===== config.mk =====
export PLATFORM = sky130hd
export DESIGN_NAME = seg7_scan_decoder
export DESIGN_NICKNAME = d
export VERILOG_FILES = /design/src/rtl/seg7_pkg.sv /design/src/rtl/seg7_glyph_decode.sv /design/src/rtl/seg7_scan_decoder.sv
export SDC_FILE = /design/constraint.sdc
export NUM_CORES = 1
export LEC_CHECK = 0
export CAP_MARGIN = 10
export CORE_MARGIN = 8
export CORE_UTILIZATION = 29
export DETAILED_ROUTE_END_ITERATION = 10
export SKIP_CTS_REPAIR_TIMING = 1
export SLEW_MARGIN = 20
export SYNTH_ARGS = -nofsm -noshare
export SYNTH_HDL_FRONTEND = slang
export SYNTH_SLANG_ARGS = --single-unit

===== constraint.sdc =====
create_clock -name clk -period 4.7 [get_ports clk]
set_clock_uncertainty 0.2 [all_clocks]
set_input_delay 0.47 -clock clk [delete_from_list [all_inputs] [get_ports clk]]
set_output_delay 0.47 -clock clk [all_outputs]
set_load 0.02 [all_outputs]

===== src/rtl/seg7_pkg.sv =====
// Shared constants and types for the 7-segment scan decoder.
// The glyph table is the active-low encoding the board firmware drives,
// so decoding is a reverse lookup into it.
package seg7_pkg;

   // Bus pattern with every segment off.
   localparam logic [6:0] SEG_BLANK = 7'h7F;

   // Active-low glyphs, bit0=a .. bit6=g. Entry i is the pattern for nibble i.
   // The list reads from index 15 down to index 0.
   localparam logic [15:0][6:0] GLYPH = {
      7'h0E, 7'h06, 7'h21, 7'h46, 7'h03, 7'h08, 7'h10, 7'h00,
      7'h78, 7'h02, 7'h12, 7'h19, 7'h30, 7'h24, 7'h79, 7'h40
   };

   // Per-digit capture FSM.
   typedef enum logic [1:0] {
      ST_WAIT    = 2'd0,
      ST_HOLD    = 2'd1,
      ST_PUBLISH = 2'd2
   } state_e;

endpackage


===== src/rtl/seg7_glyph_decode.sv =====
// Combinational inverse of the display glyph table.
// hit is set only for one of the 16 hex glyphs; an all-off pattern reports
// blank instead. Anything that is neither a glyph nor blank returns
// nibble 0 with both flags low, and the caller flags it as an error.
module seg7_glyph_decode
   import seg7_pkg::*;
(
   input  logic [6:0] pat,
   output logic       hit,
   output logic       blank,
   output logic [3:0] nibble
);

   // Reverse lookup. The glyphs are unique, so at most one entry matches.
   always_comb begin
      hit    = 1'b0;
      nibble = 4'h0;
      for (int i = 0; i < 16; i++) begin
         if (pat == GLYPH[i]) begin
            hit    = 1'b1;
            nibble = 4'(i);
         end
      end
   end

   assign blank = (pat == SEG_BLANK);

endmodule


===== src/rtl/seg7_scan_decoder.sv =====
// Reads back a multiplexed active-low 7-segment bus and rebuilds the hex
// word on display. The datapath is:
//   input register -> stability filter -> per-digit capture FSM
//   -> frame publish.
// The publish stage emits one value_valid pulse each time every digit has
// been seen at least once.
module seg7_scan_decoder
   import seg7_pkg::*;
#(
   parameter int NUM_DIGITS    = 8,
   parameter int STABLE_CYCLES = 4
)(
   input  logic                    clk,
   input  logic                    rst,
   input  logic [6:0]              seg,
   input  logic [NUM_DIGITS-1:0]   dig_sel,
   output logic [4*NUM_DIGITS-1:0] value,
   output logic                    value_valid,
   output logic [NUM_DIGITS-1:0]   digit_err,
   output logic [NUM_DIGITS-1:0]   blank_mask
);

   localparam int CW = $clog2(STABLE_CYCLES + 1);
   localparam int IW = (NUM_DIGITS > 1) ? $clog2(NUM_DIGITS) : 1;

   // Registered copies of the bus, plus last cycle's copy for change detection.
   logic [6:0]            s_seg, p_seg;
   logic [NUM_DIGITS-1:0] s_sel, p_sel;
   logic                  chg;

   // Stability filter.
   logic [CW-1:0] cnt;
   logic          stable;

   // Digit-select decode.
   logic [NUM_DIGITS-1:0] low;
   logic                  sel_one;
   logic [IW-1:0]         sel_idx;

   // Glyph decode of the registered pattern.
   logic       g_hit, g_blank;
   logic [3:0] g_nib;

   // Frame capture state.
   state_e                     state, nstate;
   logic                       commit;
   logic [NUM_DIGITS-1:0][3:0] shadow;
   logic [NUM_DIGITS-1:0]      err, blk, seen;

   // Input stage. It resets to an idle bus: nothing lit, no digit selected.
   always_ff @(posedge clk) begin
      if (rst) begin
         s_seg <= SEG_BLANK;
         s_sel <= '1;
         p_seg <= SEG_BLANK;
         p_sel <= '1;
      end else begin
         s_seg <= seg;
         s_sel <= dig_sel;
         p_seg <= s_seg;
         p_sel <= s_sel;
      end
   end

   assign chg = ({s_seg, s_sel} != {p_seg, p_sel});

   // Count identical registered samples. The count saturates, so a static
   // bus passes the stable point only once.
   always_ff @(posedge clk) begin
      if (rst)
         cnt <= '0;
      else if (chg)
         cnt <= '0;
      else if (cnt < CW'(STABLE_CYCLES))
         cnt <= cnt + 1'b1;
   end

   assign stable = (cnt == CW'(STABLE_CYCLES - 1));

   // A commit needs exactly one digit select low. Blanking (all high) and
   // overlapping selects are ignored.
   assign low = ~s_sel;

   always_comb begin
      sel_one = (low != '0) && ((low & (low - NUM_DIGITS'(1))) == '0);
      sel_idx = '0;
      for (int i = 0; i < NUM_DIGITS; i++)
         if (low[i]) sel_idx = IW'(i);
   end

   seg7_glyph_decode u_dec (
      .pat    (s_seg),
      .hit    (g_hit),
      .blank  (g_blank),
      .nibble (g_nib)
   );

   // Next-state logic. Publishing takes priority over a commit, so the
   // frame being published and the clearing of seen never race with a
   // new capture.
   always_comb begin
      nstate = state;
      commit = 1'b0;
      unique case (state)
         ST_WAIT: begin
            if (&seen)
               nstate = ST_PUBLISH;
            else if (stable && sel_one) begin
               commit = 1'b1;
               nstate = ST_HOLD;
            end
         end
         ST_HOLD: begin
            if (&seen)
               nstate = ST_PUBLISH;
            else if (chg)
               nstate = ST_WAIT;
         end
         ST_PUBLISH: nstate = ST_WAIT;
         default:    nstate = ST_WAIT;
      endcase
   end

   // State register.
   always_ff @(posedge clk) begin
      if (rst)
         state <= ST_WAIT;
      else
         state <= nstate;
   end

   // Per-digit shadow capture. A recommit overwrites that digit; seen only
   // accumulates until the frame is published.
   always_ff @(posedge clk) begin
      if (rst) begin
         shadow <= '0;
         err    <= '0;
         blk    <= '0;
         seen   <= '0;
      end else if (nstate == ST_PUBLISH) begin
         err  <= '0;
         blk  <= '0;
         seen <= '0;
      end else if (commit) begin
         shadow[sel_idx] <= g_nib;
         err[sel_idx]    <= !g_hit && !g_blank;
         blk[sel_idx]    <= g_blank;
         seen[sel_idx]   <= 1'b1;
      end
   end

   // Frame outputs load on entry to PUBLISH. value_valid is high only for
   // the PUBLISH cycle.
   always_ff @(posedge clk) begin
      if (rst) begin
         value       <= '0;
         value_valid <= 1'b0;
         digit_err   <= '0;
         blank_mask  <= '0;
      end else begin
         value_valid <= (nstate == ST_PUBLISH);
         if (nstate == ST_PUBLISH) begin
            value      <= shadow;
            digit_err  <= err;
            blank_mask <= blk;
         end
      end
   end

endmodule


======== Word level (Yosys, flattened, before mapping) ========
Index checks and enable logic that the tools add are counted.
word-level totals
  logic and storage cells ................. 117
  flip-flop bits (word level) ............. 140
  input port bits ......................... 17
  output and inout bits ................... 49
operators by class
  mux-type cells .......................... 53
  add/subtract/negate cells ............... 2
  bitwise logic cells ..................... 4
  equal/unequal tests ..................... 20
  magnitude comparators ................... 3
  reduce and logical (&&, ||, !) cells .... 14
operators with widths
  kind                 number
  $mux 4               9
  $eq 7x7->1 const B   5
  $bwmux 32            1
  $mux 3               10
  $mux 1               22
  $eq 7x5->1 const B   3
  $eq 7x6->1 const B   3
  $bwmux 8             2
  $ne 15x15->1         1
  $eq 7x2->1 const B   2
  $eq 7x4->1 const B   2
  $demux 4 s3          1
  $mux 2               6
  $and 8x8->8          1
  $logic_not 8->1      1
  $not 8->8            1
  $or 8x8->8           1
  $reduce_and 8->1     1
  $reduce_bool 8->1    1
  $sub 8x1->8 const B  1
  $eq 7x3->1 const B   1
  $logic_not 7->1      1
  $logic_and 1x1->1    4
  $lt 3x4->1 const B   1
  other kinds (13)     15

======== Logic depth before layout (Yosys ltp) ========
Gate-level depths: netlist (run 1).
  depth after elaboration ................. 20
  mapped depth ............................ 8
  gate-level depth less buffers ........... 7

======== By module ========
From an unflattened synthesis (run 1), not the netlist that was laid out.
unflattened totals
  cells, all modules ...................... 492
  area total of the unflattened synthesis .. 5335.1 um2
modules (own cells, without submodules)
  module             cells each  times used  seq. area each (um2)  area each (um2)
  seg7_scan_decoder  436         1           2802.7                4909.7
  seg7_glyph_decode  56          1           0.0                   425.4

======== Worst setup path after synthesis (run 1) ========
OpenSTA, ideal clock, no wires.
  path kind ............................... register to register
  from .................................... reg cnt[0]
  to ...................................... reg shadow[19] (netlist bit)
  path buffers ............................ 1
  data required time ...................... 4.361 ns
  arrival time ............................ 1.892 ns
  library setup time ...................... 0.139 ns
  cell stages (with the launch flop) ...... 9
  period minus slack after synthesis ...... 2.231 ns
  path slack .............................. 2.469 ns
  path through ............................ dfxtp_1 -> ha_1 -> ha_1 -> nand2b_1 -> a211oi_4 -> o211ai_4 -> or4_4 -> buf_6 -> mux2i_1
between the ends
  word-level cells in the longest chain between the ends .. 8
  elaborated cells between the ends (all ways) .. 11
  classes of those cells .................. 2 x eq/ne; 6 x mux; 1 x bitwise; 2 x reduce/logical
ends and longest elaborated chain
  element                              RTL line                  text
  start, declared                      seg7_scan_decoder.sv:32   logic [CW-1:0] cnt;
  start signal, assigned               seg7_scan_decoder.sv:75   cnt <= cnt + 1'b1;
  $eq 3x2->1 *                         seg7_scan_decoder.sv:78   assign stable = (cnt == CW'(STABLE_CYCLES - 1));
  $logic_and 1x1->1 *                  seg7_scan_decoder.sv:108  else if (stable && sel_one) begin
  $mux 2                               seg7_scan_decoder.sv:108
  $mux 2                               seg7_scan_decoder.sv:106  if (&seen)
  $pmux 2 s2                           seg7_scan_decoder.sv:104  unique case (state)
  $eq 2x2->1                           seg7_scan_decoder.sv:140  end else if (nstate == ST_PUBLISH) begin
  $not 1->1 (no source line)           n/a
  $reduce_and 2->1 (no source line) *  n/a
  end signal, assigned by index        seg7_scan_decoder.sv:145  shadow[sel_idx] <= g_nib;
  end, declared                        seg7_scan_decoder.sv:47   logic [NUM_DIGITS-1:0][3:0] shadow;
Every way passes the cells marked *; elsewhere a longest branch is shown, timed or not.
A chain may end at the register's enable or synchronous reset.

======== Worst setup path in the final report (run 1) ========
  from .................................... reg cnt[0]
  to ...................................... reg shadow[21] (netlist bit)
Same word-level chain as after synthesis.

==> impl_metrics.toml, run 1 <==
[outcome]
status = "complete, no violations"

[grt]
grt_first_pass_wirelength_um = 19800
grt_max_degree = 67
first_global_vias = 3760
grt_antenna_before_repair = 0
grt_overflow = 0
gr-usage-all-layers = 0.111

[worst_setup_path]
startpoint = "cnt[0]$_SDFFE_PP0N_"
cp-end-kind = "flop"
timing.rr.start = "cnt[0]$_SDFFE_PP0N_"
cp_common_cell = "ha_1"
timing.setup.critical_path_class = "reg -> reg"
critical-path-slowest-cell = "or4_1"
crit_chain = "ha_1, ha_1, nand2b_1, a211oi_4, o211ai_4, or4_1, mux2i_1"
crit_fanout = 7
critical_path_arrival_ns = 2.66
timing.critical_path.slowest_cell_delay_ns = 0.79
crit_required_ns = 4.76
startpoint_class = "flop"

[die]
die_x_um = 152
die_area_um2 = 23000
die_height_um = 152
design.core.area_um2 = 18000
io-pin-count = 66
fp-row-count = 49
floorplan.initialDensity = 0.297

[layout]
fin_nets = 558
final_common_cell = "dfxtp_1"
area_growth_syn_to_layout_pct = 25.0
nFillCells = 1778
sequential_cell_area_um2 = 2800
finalNonFillerCells = 781
antennaDiodeCount = 0
fin_util = 0.371
final_layout_size_suffix_gt1_frac = 0.139
layout.cells.most_common_list = "dfxtp_1 (140), clkdlybuf4s50_1 (64), a22o_1 (51), mux2i_1 (41), nand2b_1 (33)"
final_area_um2 = 6690
multi_input_comb_area_um2 = 2320

[place]
io_buffers = 65
placedInstanceArea_um2 = 6120
dp_hpwl_um = 8430
number_of_cells_in_the_design_after_placement = 749
routabilityCongestion = 0.806

[sta]
final_min_period_over_clock_period = 0.553
timing.final.crit_period_ns = 2.60
setup_total_negative_slack_ns = 0
count_of_endpoints_failing_setup_in_the_final_report = 0
max_slew.worst_pin.slew_ns = 0.810
report.final.slew_viol_count = 0
relSlewSlack = 0.459
fmax_mhz = 385
hold_viol = 0
rsz0062_at_grt = "no"

[synthesis]
synth_flop_cell = "dfxtp_1"
postSynthNetCount = 514
synth_seq_cells = 140
ys_warn_count = 0
synthDominantCellAreaShare = 0.524
synth-async-reset-ratio = 0
ys_top_cells_by_area = "dfxtp_1 (52%), a22o_1 (8.4%), mux2i_1 (7.7%)"
synth_sequential_area_ratio = 0.524
avgSynthCellArea_um2 = 10.8
netlist.top_cell.by_area = "dfxtp_1"
synth.lib_cells_used.distinct = 58
postSynthCellCount = 495
post_synth_instance_area_um2 = 5350
edff_count_synth = 0

[power]
p_per_area_nw_per_um2 = 384
p_leak_nw = 2.57
vdd_ir_drop_max_mv = 0.281

[clock_network]
cts-htree-levels = 4
tritoncts.num_buffers = 17
cts-root-buf = "clkbuf_16"
cts.clk_slew.worst_paths_ns = 0.06
insertion_delay_ns = 0.41
numClockSinks = 140
cts-root-to-sink-buffers = 2
tritoncts_clock_tree = "built"

[routing]
drt.antenna.violating_nets = 0
routed-via-count = 3675
detail_route.iter0.violations = 344
firstDrtPassIters = 4
route.detailed.drc = 0
drt_wl_total_um = 12100
drt-vias-per-instance = 4.71
wl_per_cell_um = 15.5

[run]
max_cap_violations = 0

[hold_path]
hold_start = "seen[2]$_SDFFE_PP0N_"
hold_class = "reg -> reg"
-- cell type report --
| type | count | area share |
|---|---|---|
| clock inverter | 10 | 0.0137 |
| clock buffer | 22 | 0.0709 |
| multi-input combinational | 301 | 0.347 |
| sequential | 140 | 0.419 |
| timing repair buffer | 68 | 0.0999 |
| tap | 229 | 0.0429 |
| inverter | 11 | 0.00618 |
-- state kept, by name, indices dropped and copies added, names as in the netlist --
register     count
cnt              3
value           32
value_valid      1
s_sel            8
blank_mask       8
seen             8
p_seg            7
shadow          32
s_seg            7
blk              8
p_sel            8
digit_err        8
err              8
state            2
-- layer usage --
layer | vias up | wire, um | GRT usage
met5 | - | 0 | 0
met4 | 0 | 292 | 0.0505
met3 | 18 | 794 | 0.0371
met2 | 92 | 5510 | 0.169
met1 | 1718 | 5550 | 0.141
li1 | 1847 | - | -
-- path summary, 6_finish.rpt --
path                            cells past startpoint                      end  slack (ns)
worst min-delay path                                2     seen[2]$_SDFFE_PP0N_        0.25
worst min register to register                      2     seen[2]$_SDFFE_PP0N_        0.25
worst max-delay path                                7  shadow[21]$_SDFFE_PP0P_        2.10
worst max register to register                      7  shadow[21]$_SDFFE_PP0P_        2.10
-- kinds of logic after synthesis --
kind of cell               count (synthesis)  synth area share
buffers and inverters                     54            0.0466
muxes                                     41            0.0767
DFF                                      140             0.524
xor gates and xnor gates                  17            0.0278
and+or+nand+nor                          141             0.161
adders and majority gates                  2           0.00468
AOI/OAI and AO/OA                        100             0.159
-- cells in the mapped netlist, types with 2 or more instances --
cell and n:
nor4_1 5, o211a_4 2, nor2_1 9, nor3b_1 2
or2_2 31, nand4_1 3, o21ai_1 8, xor2_1 17
a21o_1 3, clkbuf_1 19, mux2i_1 41, nor3_1 9
buf_2 16, a211oi_1 2, dfxtp_1 140, buf_4 3
nand3_1 5, nor4b_1 2, o311ai_0 2, and4_1 2
a32oi_1 2, inv_1 11, or3_1 2, nand2_1 18
o21a_1 2, buf_6 2, or4_1 3, o21bai_1 4
o211ai_1 3, a21oi_1 9, a22o_1 51, buf_1 3
nand3b_1 5, ha_1 2, and3_1 2, nand2b_1 33
-- worst max-delay path, delay by kind of cell, from the launching register on --
family | cells | cell delay [ns]
AOI/OAI and AO/OA | 2 | 0.43
and+or+nand+nor | 2 | 0.94
DFF | 1 | 0.34
muxes | 1 | 0.20
adders and majority gates | 2 | 0.33
-- power breakdown --
part	switching [mW]	internal [mW]	total [mW]	leakage, nW
sequential	0.0246	1.20	1.22	1.13
clock	0.486	0.767	1.25	0.276
combinational	0.0440	0.0452	0.0892	1.16
-- per-stage QoR --
step                      setup WS (ns)  power [mW]  hold slack, ns
final                              2.10        2.57           0.251
after global routing               2.01        2.67           0.281
after CTS                          2.09        2.60           0.254
after detailed placement           2.10        1.34           0.245
after global placement             2.01        1.34           0.234
after floorplan                    2.47        1.31           0.221
(Power assumes the default switching activity.)
==> inputs of run 2 (changes only) <==
- clock period: 4.7 -> 2.4 ns (I/O delays scaled with it)
==> impl_metrics.toml, run 2 (synthesized netlist as in run 1, its figures left out) <==
[die]
die_area_um2 = 23000
die_x_um = 152
io-pin-count = 66
design.core.area_um2 = 18000
floorplan.initialDensity = 0.297
die_height_um = 152
fp-row-count = 49

[grt]
grt_antenna_before_repair = 0
grt_max_degree = 67
grt_overflow = 0
gr-usage-all-layers = 0.113
grt_first_pass_wirelength_um = 19900
first_global_vias = 3849

[worst_setup_path]
crit_fanout = 10
crit_chain = "nor4b_2, a22o_1, a31o_1, or4_1, mux2i_1"
crit_required_ns = 2.54
worst-r2r-setup-slack_ns = 0.1
timing.rr.start = "s_seg[5]$_SDFF_PP1_"
regToRegEndpoint = "err[7]$_SDFFE_PP0P_"
timing.critical_path.slowest_cell_delay_ns = 0.71
startpoint_class = "flop"
critical_path_arrival_ns = 2.44
timing.setup.critical_path_class = "reg -> reg"
worst_reg_to_reg_path_cell_count = 5
cp-end-kind = "flop"
critical-path-slowest-cell = "or4_1"

[hold_path]
hold_class = "in -> reg"
hold_path_depth = 2
hold_start = "rst"
min_delay_worst_endpoint = "value_valid$_SDFF_PP0_"

[routing]
firstDrtPassIters = 4
wl_per_cell_um = 15.5
drt-vias-per-instance = 4.76
drt_wl_total_um = 12400
route.detailed.drc = 0
detail_route.iter0.violations = 290
routed-via-count = 3830
drt.antenna.violating_nets = 0

[clock_network]
tritoncts.num_buffers = 17
cts-root-buf = "clkbuf_16"
cts.clk_slew.worst_paths_ns = 0.06
numClockSinks = 140
cts-htree-levels = 4
cts-root-to-sink-buffers = 2
insertion_delay_ns = 0.42
tritoncts_clock_tree = "built"

[sta]
final_min_period_over_clock_period = 0.960
timing.final.crit_period_ns = 2.30
count_of_endpoints_failing_setup_in_the_final_report = 0
hold_viol = 0
fmax_mhz = 434
relSlewSlack = 0.513
max_slew.worst_pin.slew_ns = 0.728
report.final.slew_viol_count = 0
setup_total_negative_slack_ns = 0

[power]
vdd_ir_drop_max_mv = 0.523
p_per_area_nw_per_um2 = 750
p_leak_nw = 2.69
finalPower_mw = 5.20

[place]
routabilityCongestion = 0.830
placedInstanceArea_um2 = 6300
io_buffers = 65
dp_hpwl_um = 8780
number_of_cells_in_the_design_after_placement = 772

[outcome]
status = "complete, no violations"

[layout]
fin_nets = 582
multi_input_comb_area_um2 = 2340
antennaDiodeCount = 0
sequential_cell_area_um2 = 2810
final_area_um2 = 6930
layout.cells.most_common_list = "dfxtp_1 (137), clkdlybuf4s50_1 (64), a22o_1 (51), mux2i_1 (41), nand2b_1 (32)"
finalNonFillerCells = 805
nFillCells = 1750
area_growth_syn_to_layout_pct = 29.6
layout_top_registers = "shadow: 32 flops, value: 32 flops"
final_common_cell = "dfxtp_1"
final_layout_size_suffix_gt1_frac = 0.186

[run]
max_cap_violations = 0
## run 2: power by group
part / switching [mW] / total, mW / internal [mW]
Sequential: 0.0355 / 2.38 / 2.35
Clock: 0.951 / 2.60 / 1.64
Combinational: 0.107 / 0.216 / 0.109
Total: 1.09 / 5.20 / 4.10
## run 2: final cells by class
cell class / instances / share of cell area
inverters: 11 / 0.00596
repair buffers: 92 / 0.124
clock buffers: 24 / 0.0709
clock inverters: 8 / 0.0157
well taps: 229 / 0.0413
multi-input cells: 301 / 0.337
flip-flops and latches: 140 / 0.405
## run 2: through the flow
stage | setup WS (ns) | utilization | hold WS (ns)
final | 0.0958 | 0.385 | 0.107
after global routing | -0.00993 | 0.385 | 0.110
after CTS | 0.00784 | 0.383 | 0.0959
after detailed placement | 0.0175 | 0.350 | 0.238
after global placement | 0.0731 | 0.350 | 0.229
after floorplan | 0.169 | - | 0.144
## run 2: routing by layer
metal | track usage | wire length (um) | up-vias
met5 | 0 | 0 | -
met4 | 0.0544 | 129 | 0
met3 | 0.0330 | 782 | 8
met2 | 0.175 | 5860 | 86
met1 | 0.140 | 5680 | 1838
li1 | - | - | 1898
## run 2: worst max-delay path: cells and delay by family, from the launching register on
family          cells  cell delay, ns
compound gates      2            0.47
flops               1            0.41
simple gates        2            0.94
mux                 1            0.20
## run 2: how the worst max path moves through the flow
stage / startpoint / to / slack (ns) / cells after the start
after floorplan: cnt[0]$_SDFFE_PP0N_ / shadow[19]$_SDFFE_PP0P_ / 0.17 / 8
after global placement: cnt[0]$_SDFFE_PP0N_ / shadow[22]$_SDFFE_PP0P_ / 0.07 / 8
after detailed placement: cnt[0]$_SDFFE_PP0N_ / shadow[22]$_SDFFE_PP0P_ / 0.02 / 8
after CTS: cnt[0]$_SDFFE_PP0N_ / shadow[22]$_SDFFE_PP0P_ / 0.008 / 8
after global routing: s_seg[5]$_SDFF_PP1_ / err[1]$_SDFFE_PP0P_ / -0.01 / 5
final: s_seg[5]$_SDFF_PP1_ / err[7]$_SDFFE_PP0P_ / 0.1 / 5
==> inputs of run 3 (changes only) <==
- HOLD_SLACK_MARGIN: unset -> 0.12
==> impl_metrics.toml, run 3 (synthesized netlist as in run 1, its figures left out) <==
[die]
die_height_um = 152
fp-row-count = 49
die_x_um = 152
design.core.area_um2 = 18000
floorplan.initialDensity = 0.297
io-pin-count = 66
die_area_um2 = 23000

[power]
p_leak_nw = 2.70
p_per_area_nw_per_um2 = 749
finalPower_mw = 5.20
vdd_ir_drop_max_mv = 0.523

[place]
routabilityCongestion = 0.830
io_buffers = 65
dp_worst_setup_slack_ns = 0.0175
dp_hpwl_um = 8780

[worst_setup_path]
crit_buf_inv = 0
timing.critical_path.slowest_cell_delay_ns = 0.71
crit_path_to = "err[7]$_SDFFE_PP0P_"
crit_family = "simple AND/OR/NAND/NOR gates"
timing.rr.start = "s_seg[5]$_SDFF_PP1_"
worst-r2r-setup-slack_ns = 0.09
worst_reg_to_reg_path_cell_count = 5
crit_chain = "nor4b_2, a22o_1, a31o_1, or4_1, mux2i_1"
worstSetupPathDepth = 5
timing.setup.critical_path_class = "reg -> reg"
critical_path_arrival_ns = 2.45
regToRegEndpoint = "err[7]$_SDFFE_PP0P_"
critical-path-slowest-cell = "or4_1"
startpoint = "s_seg[5]$_SDFF_PP1_"
crit_required_ns = 2.54
startpoint_class = "flop"
crit_fanout = 10
cp-end-kind = "flop"

[sta]
final_min_period_over_clock_period = 0.964
fin_ws_ns = 0.0876
fmax_mhz = 432
setup_total_negative_slack_ns = 0
hold_viol = 0
count_of_endpoints_failing_setup_in_the_final_report = 0
max_slew.worst_pin.slew_ns = 0.673
relSlewSlack = 0.549
timing.final.crit_period_ns = 2.31
report.final.slew_viol_count = 0

[hold_path]
hold_path_depth = 2
hold_start = "seg[1]"
hold_class = "in -> reg"

[layout]
fin_util = 0.385
area_growth_syn_to_layout_pct = 29.8
fin_nets = 583
antennaDiodeCount = 0
final_layout_size_suffix_gt1_frac = 0.185
layout_top_registers = "shadow: 32 flops, value: 32 flops"
final_common_cell = "dfxtp_1"
layout.cells.most_common_list = "dfxtp_1 (137), clkdlybuf4s50_1 (64), a22o_1 (51), mux2i_1 (41), nand2b_1 (32)"

[run]
max_cap_violations = 0

[routing]
route.detailed.drc = 0
drt-vias-per-instance = 4.75
detail_route.iter0.violations = 291
drt.antenna.violating_nets = 0
wl_per_cell_um = 15.4
routed-via-count = 3832
drt_wl_total_um = 12400
firstDrtPassIters = 4

[grt]
grt_overflow = 0
gr-usage-all-layers = 0.113
grt_antenna_before_repair = 0
grt_first_pass_wirelength_um = 19900
first_global_vias = 3849
grt_max_degree = 67

[clock_network]
tritoncts.num_buffers = 17
insertion_delay_ns = 0.42
cts-htree-levels = 4
cts.clk_slew.worst_paths_ns = 0.06
numClockSinks = 140
cts-root-to-sink-buffers = 2
tritoncts_clock_tree = "built"
cts-root-buf = "clkbuf_16"

[outcome]
status = "complete, no violations"
run 3: through the flow:
step / hold slack, ns / cells / instance area [um2]
after floorplan: 0.144 / 495 / 5350
after global placement: 0.229 / 772 / 6300
after detailed placement: 0.238 / 772 / 6300
after CTS: 0.0959 / 804 / 6900
after global routing: 0.180 / 806 / 6940
final: 0.178 / 806 / 6940
run 3: per-layer routing:
metal	up-vias	GRT usage	routed length, um	share of wire
li1	1898	-	-	-
met4	0	0.0544	159	0.013
met2	88	0.175	5790	0.47
met3	11	0.0330	745	0.060
met1	1835	0.140	5730	0.46
met5	-	0	0	0
run 3: layout make-up:
type	instances	area [um2]
clock buffers	24	492
repair buffers	93	871
flip-flops and latches	140	2810
fillers	1749	11100
clock inverters	8	109
inverters	11	41.3
well taps	229	287
multi-input cells	301	2340
run 3: how the worst min path moves through the flow:
stage | end | slack, ns
after floorplan | s_seg[0]$_SDFF_PP1_ | 0.14
after global placement | seen[6]$_SDFFE_PP0N_ | 0.23
after detailed placement | seen[5]$_SDFFE_PP0N_ | 0.24
after CTS | value_valid$_SDFF_PP0_ | 0.1
after global routing | s_seg[0]$_SDFF_PP1_ | 0.18
final | s_seg[1]$_SDFF_PP1_ | 0.18
run 3: where the power goes:
group	switching, mW	internal, mW	total [mW]	leakage, nW
logic	0.107	0.110	0.217	1.28
clock network	0.951	1.64	2.59	0.283
registers	0.0358	2.35	2.39	1.13
total	1.09	4.10	5.20	2.70
